[src/rtl/spi_input_frontend.sv]
// SPI pad conditioning: per-pin two-flop synchronizer, stability-counter glitch
// filter and registered edge pulses for sck, cs and mosi.

module spi_input_frontend_chan #(
   parameter int unsigned COUNTER_WIDTH = 3,
   parameter int unsigned WAIT_TIME     = 3,
   parameter logic        RESET_LEVEL   = 1'b0
) (
   input  logic clk_i,
   input  logic reset_i,
   input  logic pin_i,
   output logic cond_o,
   output logic rise_o,
   output logic fall_o
);

   localparam logic [COUNTER_WIDTH-1:0] WAIT_LAST = COUNTER_WIDTH'(WAIT_TIME - 1);

   logic                     sync0_q, sync1_q;
   logic                     cond_q, cond_d;
   logic                     rise_q, rise_d;
   logic                     fall_q, fall_d;
   logic [COUNTER_WIDTH-1:0] count_q, count_d;

   always_comb begin
      cond_d  = cond_q;
      count_d = count_q;
      rise_d  = 1'b0;
      fall_d  = 1'b0;
      if (sync1_q == cond_q) begin
         count_d = '0;
      end else if (count_q == WAIT_LAST) begin
         // sync1 has disagreed with cond for WAIT_TIME consecutive edges: commit
         cond_d  = sync1_q;
         count_d = '0;
         rise_d  = sync1_q;
         fall_d  = ~sync1_q;
      end else begin
         count_d = count_q + 1'b1;
      end
   end

   always_ff @(posedge clk_i) begin
      if (reset_i) begin
         sync0_q <= RESET_LEVEL;
         sync1_q <= RESET_LEVEL;
         cond_q  <= RESET_LEVEL;
         count_q <= '0;
         rise_q  <= 1'b0;
         fall_q  <= 1'b0;
      end else begin
         sync0_q <= pin_i;
         sync1_q <= sync0_q;
         cond_q  <= cond_d;
         count_q <= count_d;
         rise_q  <= rise_d;
         fall_q  <= fall_d;
      end
   end

   assign cond_o = cond_q;
   assign rise_o = rise_q;
   assign fall_o = fall_q;

endmodule

module spi_input_frontend #(
   parameter int unsigned COUNTER_WIDTH = 3,
   parameter int unsigned WAIT_TIME     = 3
) (
   input  logic clk,
   input  logic reset,
   input  logic sck_pin,
   input  logic cs_pin,
   input  logic mosi_pin,
   output logic sck_cond,
   output logic cs_cond,
   output logic mosi_cond,
   output logic sck_rise,
   output logic sck_fall,
   output logic cs_fall,
   output logic cs_rise
);

   logic mosi_rise_unused, mosi_fall_unused;

   spi_input_frontend_chan #(
      .COUNTER_WIDTH (COUNTER_WIDTH),
      .WAIT_TIME     (WAIT_TIME),
      .RESET_LEVEL   (1'b0)
   ) u_sck (
      .clk_i   (clk),
      .reset_i (reset),
      .pin_i   (sck_pin),
      .cond_o  (sck_cond),
      .rise_o  (sck_rise),
      .fall_o  (sck_fall)
   );

   // cs resets high so the core sees a deselected bus out of reset
   spi_input_frontend_chan #(
      .COUNTER_WIDTH (COUNTER_WIDTH),
      .WAIT_TIME     (WAIT_TIME),
      .RESET_LEVEL   (1'b1)
   ) u_cs (
      .clk_i   (clk),
      .reset_i (reset),
      .pin_i   (cs_pin),
      .cond_o  (cs_cond),
      .rise_o  (cs_rise),
      .fall_o  (cs_fall)
   );

   spi_input_frontend_chan #(
      .COUNTER_WIDTH (COUNTER_WIDTH),
      .WAIT_TIME     (WAIT_TIME),
      .RESET_LEVEL   (1'b0)
   ) u_mosi (
      .clk_i   (clk),
      .reset_i (reset),
      .pin_i   (mosi_pin),
      .cond_o  (mosi_cond),
      .rise_o  (mosi_rise_unused),
      .fall_o  (mosi_fall_unused)
   );

   logic unused_ok;
   assign unused_ok = mosi_rise_unused ^ mosi_fall_unused;

endmodule
[config.mk]
export PLATFORM = sky130hd
export DESIGN_NAME = spi_input_frontend
export DESIGN_NICKNAME = d
export VERILOG_FILES = /design/src/rtl/spi_input_frontend.sv
export SDC_FILE = /design/constraint.sdc
export NUM_CORES = 1
export LEC_CHECK = 0
export CAP_MARGIN = 0
export CORE_MARGIN = 1
export CORE_UTILIZATION = 40
export CTS_CLUSTER_DIAMETER = 30
export DETAILED_ROUTE_END_ITERATION = 8
export SLEW_MARGIN = 20
export SYNTH_ARGS = -nofsm -noshare
export SYNTH_HDL_FRONTEND = slang
export SYNTH_SLANG_ARGS = --single-unit
[constraint.sdc]
create_clock -name clk -period 1 [get_ports clk]
set_input_delay 0.25 -clock clk [delete_from_list [all_inputs] [get_ports clk]]
set_output_delay 0.25 -clock clk [all_outputs]
set_load 0.005 [all_outputs]
==> results.toml <==
[run_status]
outcome = "finished with violations"
violations = "negative setup slack"

[timing]
period_minus_slack_ns = 1.033
setup_viol = 5
tightest_slew_ns = 0.2145
max_freq_mhz = 967.6
maxSlewViolCount = 0
hold_viol = 0
timing.final.crit_share = 1.033
finalWorstSetupSlack_ns = -0.03344
fin_worst_skew_ns = 0.001667
fin_setup_tns_ns = -0.05731
rsz0062_at_grt = "yes"
relSlewSlack = 0.8568

[floorplan]
dieArea_sq_mm = 0.002208
die-width_um = 46.99
die_y_um = 46.99
start_util = 0.4493
core.rowCount = 15
ios = 12
core_area_sq_mm = 0.001802

[clock_network]
cts_tree = "built"
cts_sinks = 22
cts_inserted_buffers = 3
path_clk_slew_ns = 0.12
cts-root-buf = "clkbuf_4"
clk_path_buf_depth = 2
htree_levels = 1
clkLatencyLatePin_ns = 0.30

[grt]
grt_pass1_vias = 550
antenna_found_initial = 0
grt_max_degree = 13
grt_pass1_wl_um = 2111
gr-total-overflow = 0
grt_usage = 0.1408

[setup_path]
critPathMaxFanout = 3
path_buf_inv = 1
cp-start-kind = "register"
arrival_ns = 1.24
critical_path.slowest_cell = "dfxtp_2"
crit_chain = "inv_2 > ha_4 > nor2b_4 > mux2i_1 > nor2_1"
slowest_delay_ns = 0.35
worstPathRequired_ns = 1.21
critPathKind = "reg2reg"
crit_family = "flip-flops"
endpoint_kind = "register"

[place]
hpwl_um = 906.3
gp_congestion = 0.6548
numPortBuffers = 11
pre_cts_slack_ns = -0.2864

[final_layout]
antenna_cells = 0
drive_gt1_frac = 0.5096
fin_util = 0.6451
syn_to_final_growth_pct = 43.59
layout.nets = 116
nFillCells = 156

[synth]
syn_inst = 81
syn-num-nets = 92
netlist_area_sq_um = 809.5
synth_compound_area_frac = 0.04328
synth-seq-cells = 22
synthArstFlopShare = 0
synthXorXnorAreaFrac = 0.01082
synth_edf_count = 0
synth_top_family_by_area = "simple AND/OR/NAND/NOR gates"
ys.flop_type = "dfxtp_1"
synthAdderAreaFrac = 0.09274
seq_area_frac_synth = 0.5440
synth.area.mux_share = 0.01236
synth.avg_cell_area_sq_um = 9.994
yosys.area_share.simple = 0.2628
yosysWarningCount = 0
synth.distinct_cells = 18

[pwr]
max-vdd-ir-drop_v = 0.0008873
leakage_nw = 0.4650
powerDensity_mw_per_mm2 = 1252

[drt]
drt-wirelength-per-cell_um = 10.78
ant_nets = 0
via_count = 580
first_pass_iters = 3
drtIter0Drc = 5
via_per_inst = 4.496
drt_wl_total_um = 1390
drt_drc_violations_left = 0

[flow_run]
cap_violations = 0

[hold_path]
hp-class = "reg2reg"
-- synthesized netlist by cell type, drive strengths merged, types with 2 or more instances --
cell | n | area [sq um]
nand2b | 7 | 43.79
a21oi | 4 | 20.02
nor2b | 7 | 46.30
or2 | 2 | 12.52
inv | 6 | 22.52
nor2 | 4 | 15.01
nor3b | 3 | 22.52
dfxtp | 22 | 440.4
nor3 | 10 | 50.05
a21o | 2 | 15.01
ha | 6 | 75.07
nand2 | 4 | 15.01
-- worst register-to-register path, stage by stage, from the launching register on --
cell	delay, ns
dfxtp_2	0.35
inv_2	0.06
ha_4	0.12
nor2b_4	0.17
mux2i_1	0.19
nor2_1	0.05
-- metrics by stage --
step | total power [W] | instances | hold slack (ns) | instance area (sq um)
6_report | 0.001455 | 129 | 0.4340 | 1162
5_1_grt | 0.001523 | 129 | 0.4660 | 1162
4_1_cts | 0.001462 | 128 | 0.4332 | 1076
3_5_place_dp | 0.0009775 | 122 | 0.4148 | 996.0
3_3_place_gp | 0.0009760 | 122 | 0.3896 | 996.0
2_1_floorplan | 0.0009444 | 81 | 0.3216 | 814.5
-- sequential cells by signal, indices dropped and copies added, names as in the netlist --
register,flops
u_sck.cond_o,1
u_mosi.cond_o,1
u_sck.fall_o,1
u_sck.count_q,3
u_cs.sync1_q,1
u_sck.rise_o,1
u_cs.rise_o,1
u_sck.sync0_q,1
u_cs.count_q,3
u_cs.sync0_q,1
u_mosi.count_q,3
u_sck.sync1_q,1
u_mosi.sync0_q,1
u_cs.cond_o,1
u_cs.fall_o,1
u_mosi.sync1_q,1
-- layout make-up --
type                            instances  area [sq um]  share of cell area
Multi-Input combinational cell         52         455.4              0.3918
Timing Repair Buffer                   20         162.7              0.1399
Clock buffer                            4         36.28             0.03122
Inverter                                6         22.52             0.01938
Tap cell                               25         31.28             0.02691
Sequential cell                        22         454.2              0.3907
-- final timing paths --
kind | from | endpoint | slack [ns] | cells past startpoint
max | u_mosi.count_q[0] | u_mosi.cond_o | -0.03 | 5
min | u_cs.sync0_q | u_cs.sync1_q | 0.43 | 1
max reg2reg | u_mosi.count_q[0] | u_mosi.cond_o | -0.03 | 5
min reg2reg | u_cs.sync0_q | u_cs.sync1_q | 0.43 | 1
-- kinds of logic after synthesis --
kind of cell    Yosys count
compound gates            6
xor+xnor                  1
fa+ha+maj                 6
buf+inv                   7
flops                    22
mux                       1
simple gates             38
-- repair_timing --
action / CTS / global route
setup buffers: 2 / 1
hold endpoints to repair: 0 / 0
hold buffers: 0 / 0
endpoints found under the setup margin: 19 / 19
pin swaps: 7 / 8
resized for setup: 47 / 20
-- where the power goes --
group / switching [W] / internal [W] / total (W)
logic: 0.0000278 / 0.0000452 / 0.0000730
clock network: 0.000257 / 0.000222 / 0.000479
registers: 0.0000103 / 0.000892 / 0.000903
-- layer usage --
layer / vias to the layer above / global-route usage / share of wire
met5: - / 0 / 0
met2: 16 / 0.2361 / 0.50
li1: 308 / - / -
met1: 252 / 0.1493 / 0.42
met4: 0 / 0.07429 / 0.024
met3: 4 / 0.06154 / 0.058
-- cells in the final DEF (no fill, tap or decap), types with 2 or more instances in the layout --
cell and n:
buf_6 4, ha_2 2, nor2_1 4, a21oi_1 3, a21o_1 2, dfxtp_2 11
nor3_2 4, inv_1 3, clkbuf_4 3, nand2_1 3, ha_4 3, nand2b_4 2
nor2b_1 4, buf_4 7, nand2b_1 5, clkdlybuf4s50_1 4, buf_2 5, nor3_1 6
nor3b_2 2, inv_2 3, dfxtp_1 11, nor2b_4 3
No activity file was read; power rests on OpenSTA's default activity.
